[src/rtl/mc_control_fsm_pkg.sv]
// Shared encodings for the multicycle RV32I control unit: FSM states,
// ALU control codes, datapath mux selects and the opcodes it recognises.
package mc_control_fsm_pkg;

   typedef enum logic [3:0] {
      S_FETCH  = 4'd0,
      S_DECODE = 4'd1,
      S_MEMADR = 4'd2,
      S_MEMRD  = 4'd3,
      S_MEMWB  = 4'd4,
      S_MEMWR  = 4'd5,
      S_EXEC_R = 4'd6,
      S_EXEC_I = 4'd7,
      S_ALUWB  = 4'd8,
      S_BRANCH = 4'd9,
      S_JAL    = 4'd10
   } state_t;

   // ALUControl codes
   localparam logic [2:0] ALU_ADD = 3'b000;
   localparam logic [2:0] ALU_SUB = 3'b001;
   localparam logic [2:0] ALU_AND = 3'b010;
   localparam logic [2:0] ALU_OR  = 3'b011;
   localparam logic [2:0] ALU_SLT = 3'b101;

   // ALUOp from the FSM to the ALU decoder
   localparam logic [1:0] ALU_OP_ADD   = 2'b00;
   localparam logic [1:0] ALU_OP_SUB   = 2'b01;
   localparam logic [1:0] ALU_OP_FUNCT = 2'b10;

   // ResultSrc selects
   localparam logic [1:0] RES_ALUOUT    = 2'b00;
   localparam logic [1:0] RES_DATA      = 2'b01;
   localparam logic [1:0] RES_ALURESULT = 2'b10;

   // ALUSrcA selects
   localparam logic [1:0] SRCA_PC    = 2'b00;
   localparam logic [1:0] SRCA_OLDPC = 2'b01;
   localparam logic [1:0] SRCA_RS1   = 2'b10;

   // ALUSrcB selects
   localparam logic [1:0] SRCB_RS2  = 2'b00;
   localparam logic [1:0] SRCB_IMM  = 2'b01;
   localparam logic [1:0] SRCB_FOUR = 2'b10;

   // ImmSrc formats
   localparam logic [1:0] IMM_I = 2'b00;
   localparam logic [1:0] IMM_S = 2'b01;
   localparam logic [1:0] IMM_B = 2'b10;
   localparam logic [1:0] IMM_J = 2'b11;

   // Opcodes
   localparam logic [6:0] OP_LOAD   = 7'b0000011;
   localparam logic [6:0] OP_STORE  = 7'b0100011;
   localparam logic [6:0] OP_R      = 7'b0110011;
   localparam logic [6:0] OP_I      = 7'b0010011;
   localparam logic [6:0] OP_BRANCH = 7'b1100011;
   localparam logic [6:0] OP_JAL    = 7'b1101111;

endpackage

[src/rtl/mc_alu_decoder.sv]
// ALU decoder: turns ALUOp plus the instruction's funct fields into an
// ALUControl code, and flags funct3 values the ALU path cannot execute.
module mc_alu_decoder
   import mc_control_fsm_pkg::*;
(
   input  logic       op5,
   input  logic [2:0] funct3,
   input  logic       funct7b5,
   input  logic [1:0] alu_op,
   output logic [2:0] alu_control,
   output logic       alu_illegal
);

   // alu_illegal depends on funct3 only, so the FSM can use it in DECODE
   // while ALUOp is still forcing an add for the target computation.
   always_comb begin
      alu_illegal = 1'b0;
      case (funct3)
         3'b000, 3'b010, 3'b110, 3'b111: alu_illegal = 1'b0;
         default:                        alu_illegal = 1'b1;
      endcase
   end

   // Select the ALU operation: fixed add/sub, or decoded from funct fields.
   always_comb begin
      alu_control = ALU_ADD;
      case (alu_op)
         ALU_OP_ADD: alu_control = ALU_ADD;
         ALU_OP_SUB: alu_control = ALU_SUB;
         ALU_OP_FUNCT: begin
            case (funct3)
               // op5 separates R-type from addi; addi never subtracts
               3'b000:  alu_control = (op5 & funct7b5) ? ALU_SUB : ALU_ADD;
               3'b010:  alu_control = ALU_SLT;
               3'b110:  alu_control = ALU_OR;
               3'b111:  alu_control = ALU_AND;
               default: alu_control = ALU_ADD;
            endcase
         end
         default: alu_control = ALU_ADD;
      endcase
   end

endmodule

[src/rtl/mc_control_fsm.sv]
// Multicycle RV32I control unit: Moore FSM driving the datapath enables and
// mux selects, with branch resolution from the ALU flags. The current state
// is exported on dbg_state for observation.
module mc_control_fsm
   import mc_control_fsm_pkg::*;
#(
   parameter bit UNSIGNED_BR = 1'b1
) (
   input  logic       clk,
   input  logic       rst_n,
   input  logic [6:0] op,
   input  logic [2:0] funct3,
   input  logic       funct7b5,
   input  logic       Zero,
   input  logic       Negative,
   input  logic       Carry,
   input  logic       Overflow,
   output logic       PCWrite,
   output logic       AdrSrc,
   output logic       MemWrite,
   output logic       IRWrite,
   output logic [1:0] ResultSrc,
   output logic [1:0] ALUSrcA,
   output logic [1:0] ALUSrcB,
   output logic [2:0] ALUControl,
   output logic [1:0] ImmSrc,
   output logic       RegWrite,
   output logic       Illegal,
   output logic [3:0] dbg_state
);

   state_t     state;
   state_t     state_next;
   logic [1:0] alu_op;
   logic       alu_illegal;
   logic       taken;
   logic       branch_legal;
   logic       pc_update;
   logic       branch;
   logic       mem_write_raw;
   logic       ir_write_raw;
   logic       reg_write_raw;
   logic       illegal_raw;

   mc_alu_decoder u_alu_decoder (
      .op5         (op[5]),
      .funct3      (funct3),
      .funct7b5    (funct7b5),
      .alu_op      (alu_op),
      .alu_control (ALUControl),
      .alu_illegal (alu_illegal)
   );

   // State register; reset lands in FETCH.
   always_ff @(posedge clk or negedge rst_n) begin
      if (!rst_n) state <= S_FETCH;
      else        state <= state_next;
   end

   assign dbg_state = state;

   // Branch condition from the ALU flags of a SrcA - SrcB subtraction.
   always_comb begin
      taken        = 1'b0;
      branch_legal = 1'b0;
      case (funct3)
         3'b000: begin taken = Zero;                    branch_legal = 1'b1;        end
         3'b001: begin taken = ~Zero;                   branch_legal = 1'b1;        end
         3'b100: begin taken = Negative ^ Overflow;     branch_legal = 1'b1;        end
         3'b101: begin taken = ~(Negative ^ Overflow);  branch_legal = 1'b1;        end
         3'b110: begin taken = ~Carry;                  branch_legal = UNSIGNED_BR; end
         3'b111: begin taken = Carry;                   branch_legal = UNSIGNED_BR; end
         default: begin taken = 1'b0;                   branch_legal = 1'b0;        end
      endcase
   end

   // Immediate format is a pure function of the opcode.
   always_comb begin
      ImmSrc = IMM_I;
      case (op)
         OP_STORE:  ImmSrc = IMM_S;
         OP_BRANCH: ImmSrc = IMM_B;
         OP_JAL:    ImmSrc = IMM_J;
         default:   ImmSrc = IMM_I;
      endcase
   end

   // Next state and Moore outputs; unknown encodings fall back to FETCH.
   always_comb begin
      state_next    = S_FETCH;
      pc_update     = 1'b0;
      branch        = 1'b0;
      AdrSrc        = 1'b0;
      mem_write_raw = 1'b0;
      ir_write_raw  = 1'b0;
      reg_write_raw = 1'b0;
      illegal_raw   = 1'b0;
      ResultSrc     = RES_ALUOUT;
      ALUSrcA       = SRCA_PC;
      ALUSrcB       = SRCB_RS2;
      alu_op        = ALU_OP_ADD;
      case (state)
         S_FETCH: begin
            ir_write_raw = 1'b1;
            ALUSrcB      = SRCB_FOUR;
            ResultSrc    = RES_ALURESULT;
            pc_update    = 1'b1;
            state_next   = S_DECODE;
         end
         S_DECODE: begin
            // OldPC + imm lands in ALUOut as the branch/jal target
            ALUSrcA = SRCA_OLDPC;
            ALUSrcB = SRCB_IMM;
            case (op)
               OP_LOAD, OP_STORE: state_next = S_MEMADR;
               OP_R: begin
                  if (alu_illegal) illegal_raw = 1'b1;
                  else             state_next  = S_EXEC_R;
               end
               OP_I: begin
                  if (alu_illegal) illegal_raw = 1'b1;
                  else             state_next  = S_EXEC_I;
               end
               OP_BRANCH: begin
                  if (branch_legal) state_next  = S_BRANCH;
                  else              illegal_raw = 1'b1;
               end
               OP_JAL:  state_next  = S_JAL;
               default: illegal_raw = 1'b1;
            endcase
         end
         S_MEMADR: begin
            ALUSrcA    = SRCA_RS1;
            ALUSrcB    = SRCB_IMM;
            state_next = op[5] ? S_MEMWR : S_MEMRD;
         end
         S_MEMRD: begin
            AdrSrc     = 1'b1;
            state_next = S_MEMWB;
         end
         S_MEMWB: begin
            ResultSrc     = RES_DATA;
            reg_write_raw = 1'b1;
            state_next    = S_FETCH;
         end
         S_MEMWR: begin
            AdrSrc        = 1'b1;
            mem_write_raw = 1'b1;
            state_next    = S_FETCH;
         end
         S_EXEC_R: begin
            ALUSrcA    = SRCA_RS1;
            ALUSrcB    = SRCB_RS2;
            alu_op     = ALU_OP_FUNCT;
            state_next = S_ALUWB;
         end
         S_EXEC_I: begin
            ALUSrcA    = SRCA_RS1;
            ALUSrcB    = SRCB_IMM;
            alu_op     = ALU_OP_FUNCT;
            state_next = S_ALUWB;
         end
         S_ALUWB: begin
            reg_write_raw = 1'b1;
            state_next    = S_FETCH;
         end
         S_BRANCH: begin
            ALUSrcA    = SRCA_RS1;
            ALUSrcB    = SRCB_RS2;
            alu_op     = ALU_OP_SUB;
            branch     = 1'b1;
            state_next = S_FETCH;
         end
         S_JAL: begin
            ALUSrcA    = SRCA_OLDPC;
            ALUSrcB    = SRCB_FOUR;
            pc_update  = 1'b1;
            state_next = S_ALUWB;
         end
         default: state_next = S_FETCH;
      endcase
   end

   // Enables are gated by rst_n so a falling reset kills any write at once,
   // not just at the next edge.
   assign PCWrite  = rst_n & (pc_update | (branch & taken));
   assign MemWrite = rst_n & mem_write_raw;
   assign IRWrite  = rst_n & ir_write_raw;
   assign RegWrite = rst_n & reg_write_raw;
   assign Illegal  = rst_n & illegal_raw;

endmodule

[config.mk]
export PLATFORM = sky130hd
export DESIGN_NAME = mc_control_fsm
export DESIGN_NICKNAME = d
export VERILOG_FILES = /design/src/rtl/mc_control_fsm_pkg.sv /design/src/rtl/mc_alu_decoder.sv /design/src/rtl/mc_control_fsm.sv
export SDC_FILE = /design/constraint.sdc
export NUM_CORES = 1
export LEC_CHECK = 0
export CORE_MARGIN = 10
export CORE_UTILIZATION = 25
export CTS_CLUSTER_SIZE = 10
export DETAILED_ROUTE_END_ITERATION = 8
export PLACE_DENSITY_LB_ADDON = 0.08
export SETUP_SLACK_MARGIN = 0.4
export SYNTH_ARGS = -nofsm -noshare
export SYNTH_HDL_FRONTEND = slang
export SYNTH_HIERARCHICAL = 1
export SYNTH_SLANG_ARGS = --single-unit
[constraint.sdc]
create_clock -name clk -period 4.85 [get_ports clk]
set_input_delay 0.97 -clock clk [delete_from_list [all_inputs] [get_ports clk]]
set_output_delay 0.97 -clock clk [all_outputs]
set_load 0.005 [all_outputs]
Yosys cells after proc, flatten, opt, wreduce, memory -nomap -nowiden --
Index checks and enable logic that the tools add are counted.
Storage, ports and cells: output and inout port bits 21, input port bits 17, register bits after elaboration 4, logic and storage cells 78
Operators by class: muxes and demuxes 26, reductions and logical operators 15, equal/unequal tests 24, bitwise gates (word level) 12
Operator list (number):
- case mux 4 bit (5 select lines) | 2
- == test 4 x 3 -> 1 bit (second input constant) | 4
- case mux 2 bit (2 select lines) | 4
- == test 7 x 6 -> 1 bit (second input constant) | 2
- == test 7 bit (second input constant) | 2
- OR reduction 2 bit | 7
- == test 3 bit (second input constant) | 4
- == test 4 bit (second input constant) | 3
- case mux 3 bit (4 select lines) | 1
- two-way mux 1 bit | 11
- two-way mux 3 bit | 3
- OR reduction 3 bit | 3
- == test 4 x 2 -> 1 bit (second input constant) | 2
- OR reduction 4 bit | 2
- AND 1 bit | 7
- == test 7 x 2 -> 1 bit (second input constant) | 1
- == test 7 x 5 -> 1 bit (second input constant) | 1
- case mux 1 bit (6 select lines) | 1
- case mux 2 bit (3 select lines) | 1
- case mux 3 bit (2 select lines) | 1
- OR reduction 6 bit | 1
- == test 4 x 1 -> 1 bit (second input constant) | 1
- logical NOT 4 bit | 1
- two-way mux 4 bit | 1
- other kinds (9) | 11

Logic depth before layout (Yosys ltp) --
depth in word-level cells 7, depth in mapped cells 7, depth with buffers taken out 6

Modules after synthesis --
Netlist, hierarchy kept.
Modules (own cells, without submodules):
- mc_control_fsm | times used 1, cells an instance 81, seq. area each 100.1 µm², area an instance 566.8 µm²
- mc_alu_decoder | times used 1, cells an instance 13, seq. area each 0.0 µm², area an instance 93.8 µm²

Worst setup path after synthesis --
OpenSTA, ideal clock, no wires.
kind input port to output port, start point input funct3[0], end point output Illegal, cell stages on the path 5, path buffers 0, data arrival time 1807 ps, slack 2073 ps, data required time 3880 ps, cell sequence nor2_1 a21oi_1 a21oi_1 o21ai_0 nor4b_1
On the way: cells in the longest elaborated chain, start to end 7, elaborated cells on any way between the ends 15, those cells by class 6 x eq/ne; 5 x mux; 1 x bitwise; 3 x reduce/logical
RTL lines:
- start, declared | line mc_control_fsm.sv:12 | input logic [2:0] funct3,
- == test 3 bit (tied with other cells) | line mc_control_fsm.sv:66 | case (funct3)
- OR reduction 6 bit (no line)
- two-way mux 1 bit | line mc_control_fsm.sv:66
- two-way mux 1 bit | line mc_control_fsm.sv:125 | if (branch_legal) state_next = S_BRANCH;
- case mux 1 bit (3 select lines) (*) | line mc_control_fsm.sv:114 | case (op)
- two-way mux 1 bit (*) | line mc_control_fsm.sv:102 | case (state)
- AND 1 bit (*) | line mc_control_fsm.sv:190 | assign Illegal = rst_n & illegal_raw;
- end, declared | line mc_control_fsm.sv:28 | output logic Illegal,
Every way passes the cells marked *; elsewhere a longest branch is shown, timed or not.

Worst setup path in the final report --
start point input funct3[2], end point output Illegal
The elaborated chain is that of the path after synthesis.

==> summary.md <==
| Metric | Value |
|---|---|
| Latest clock arrival within the worst-skew pair | between 0.2 and 0.25 ns |
| GR Util All Layers | 8.919% |
| Reg clk slew, reported paths | 0.04 ns |
| DP Area | 0.001049 sq mm |
| RSZ-0062 raised after global routing | no |
| Max-cap check violation count | 0 |
| Reg2Reg Launch Point | dbg_state[0]$_DFF_PN0_ |
| Synth warn | 6 |
| Final Cell Area | 0.001071 sq mm |
| Post-Route WL | around 2.3 mm |
| Max reg flops | 4 |
| Mapped Area | between 600 and 700 sq um |
| Via count | about 800 |
| Nets@finish | 151 |
| Worst ir drop on vdd | 154.3 uV |
| Post-cts sizing count | 0 |
| Final setup margin | 0.7566 ns |
| Pleak | between 0.3 and 0.4 nW |
| Root buffer cell | clkbuf_4 |
| Antenna fix cells | 0 |
| Clock tree from TritonCTS | yes |
| Synthesized flop and latch total | 4 |
| Initial antenna violation count | 0 |
| Hold Path End | dbg_state[2]$_DFF_PN0_ |
| DR iter-0 viols | 67 |
| Hold depth | 2 |
| Die X | ~71 um |
| Fin cells | 160 |
| Crit end category | primary output |
| Total chip power | approximately 150 uW |
| Setup TNS | 0 ns |
| Syn Inst Count | 94 |
| Status | complete, no violations |
| Register area share after synthesis | roughly 15% |
| Library cells used by synthesis | 39 |
| Largest net degree at the start of global routing | 17 |
| Remaining antenna violation count | 0 |
| # hold bufs at CTS | 0 |
| Fin crit share | between 80 and 90% |
| Die H | 71.41 um |
| Mean Syn Cell Area | 7.028 sq um |
| Area of the die | approximately 0.0051 sq mm |
| Reg2reg path depth | 3 |
| Site Rows | 18 |
| Drt pass-1 iters | 4 |
| Top Ports | 38 |
| Reg2Reg Capture Point | dbg_state[3]$_DFF_PN0_ |
| Type of the worst min-delay path | flop to flop |
| Num CTS Buffers | 3 |
| Wire per inst | between 10 and 15 um |
| HP Start | dbg_state[1]$_DFF_PN0_ |
| Worst R2R Setup Slack | around 3.4 ns |
| Fmax achieved | roughly 0.24 GHz |
| EDFF count, synth | 0 |
| Synth async-reset ratio | between 90% and 100% |
| First-pass GRT wire length | slightly below 4 mm |
| Via density | approximately 5 |
| Syn nets | 113 |
| Pwr dens | between 100 and 150 mW/mm^2 |
| Htree depth | 1 |
| Clk_skew | a little over 0.003 ns |
| GRT overflow | 0 |
| Relative max-transition margin | between 60% and 70% |
| Sink Count | 4 |
| Final slew viol count | 0 |
| Share of cells above drive strength 1 | 5.385% |
| Synth Flop Type | dfrtp_1 |
| CP Launch Type | input pin |
| Setup-failing EPs final | 0 |
| Initial Utilization | 26.43% |
| WS Path Type | input pin to primary output |
| Final Hold Viols | 0 |
| Routability cong. | just over 0.8 |
| Vias in the first global route | 799 |
| Place WS | around 0.8 ns |
| Clock tree buffer depth | 2 |
| Worst Path Required | just under 4 ns |
| Core ar. | 0.002500 sq mm |
| Crit path arrival time | between 3 and 4 ns |
| Crit Path Max Fanout | 8 |
| Slew @ Worst Pin | 0.4798 ns |
| PortBufs | 37 |
| Final HPWL from detailed placement | 1.837 mm |
| Min cycle time layout | ~4.1 ns |
| Post-CTS Setup Bufs | 0 |
| Placed cells | around 160 |
| # DRC | 0 |
| Area Growth Syn to Fin | 62.12% |
-- report_power, final --
| group | switching (mW) | internal (mW) | leakage (nW) |
|---|---|---|---|
| clock network | 0.0141 | 0.0277 | 0.0138 |
| logic | 0.0273 | 0.0428 | 0.313 |
| registers | 0.00611 | 0.0349 | 0.0555 |
| total | 0.0476 | 0.105 | 0.382 |
-- layout make-up --
cell class	instances	area [sq um]
timing repair buffer	37	370.4
tap	30	37.54
inverter	6	22.52
fill	258	1429
clock buffer	3	22.52
sequential	4	100.1
multi-input combinational	80	518.0
-- cells in the final DEF, fill, tap and decap left out, drive strengths merged, types with 3 or more instances in the layout --
master,synthesis,final
nor3b,3,3
nand2,8,8
nand2b,6,6
inv,6,6
xor2,3,3
nor3,3,3
o21ai,8,8
clkdlybuf4s50,0,37
clkbuf,2,3
nor2,14,14
dfrtp,4,4
a21oi,5,5
-- cell families (layout without fill, tap and decap cells) --
logic type | after synthesis | count (layout) | synth area share (%)
flip-flops | 4 | 4 | 15.15
AND/OR/NAND/NOR | 48 | 48 | 41.67
XOR/XNOR | 5 | 5 | 6.630
adder cells (fa/ha/maj) | 2 | 2 | 3.787
AO/OA/AOI/OAI | 25 | 25 | 26.33
buffers and inverters | 10 | 46 | 6.439
-- metal layers --
layer  wire [um]  global-route usage (%)  up-vias
met5           0                       0        -
met4           0                   1.290        0
met3         197                   3.581        0
met2        1105                   14.61       28
met1        1024                   10.86      356
li1            -                       -      414
-- critical path, cell delays in order --
cell             delay [ns]
clkdlybuf4s50_1        0.62
nor2_1                 0.09
a21oi_1                0.28
a21oi_1                0.12
o21ai_0                0.22
nor4b_1                0.26
clkdlybuf4s50_1        0.56
-- cells in the mapped netlist, drive strengths merged, types with 2 or more instances --
cell type | instances | area share [%]
nor4b | 2 | 4.9
nand3 | 2 | 1.5
nor2 | 14 | 8.0
xnor2 | 2 | 2.7
o22ai | 2 | 2.8
o21ai | 8 | 6.1
a21boi | 2 | 2.3
xor2 | 3 | 4.0
and3 | 2 | 1.9
inv | 6 | 3.4
nor3b | 3 | 3.4
ha | 2 | 3.8
dfrtp | 4 | 15
nor3 | 3 | 2.3
nand2 | 8 | 4.5
a221oi | 2 | 3.6
buf | 2 | 1.9
nand2b | 6 | 5.7
clkbuf | 2 | 1.1
a21oi | 5 | 3.8
nor2b | 2 | 1.9
-- metrics by stage --
stage / util [%] / hold WS, ns
detailed placement: 41.94 / 0.7729
floorplan: - / 0.6744
global placement: 41.94 / 0.7679
CTS: 42.84 / 0.7789
finish: 42.84 / 0.7801
global route: 42.84 / 0.8644
-- how the worst max path moves through the flow --
stage,start,end,slack [ns]
after floorplan,funct3[0],Illegal,2.07
after global placement,funct3[2],Illegal,0.82
after detailed placement,funct3[2],Illegal,0.80
after CTS,funct3[2],Illegal,0.77
after global routing,funct3[2],Illegal,0.62
final,funct3[2],Illegal,0.76
No activity file was read; power rests on OpenSTA's default activity.
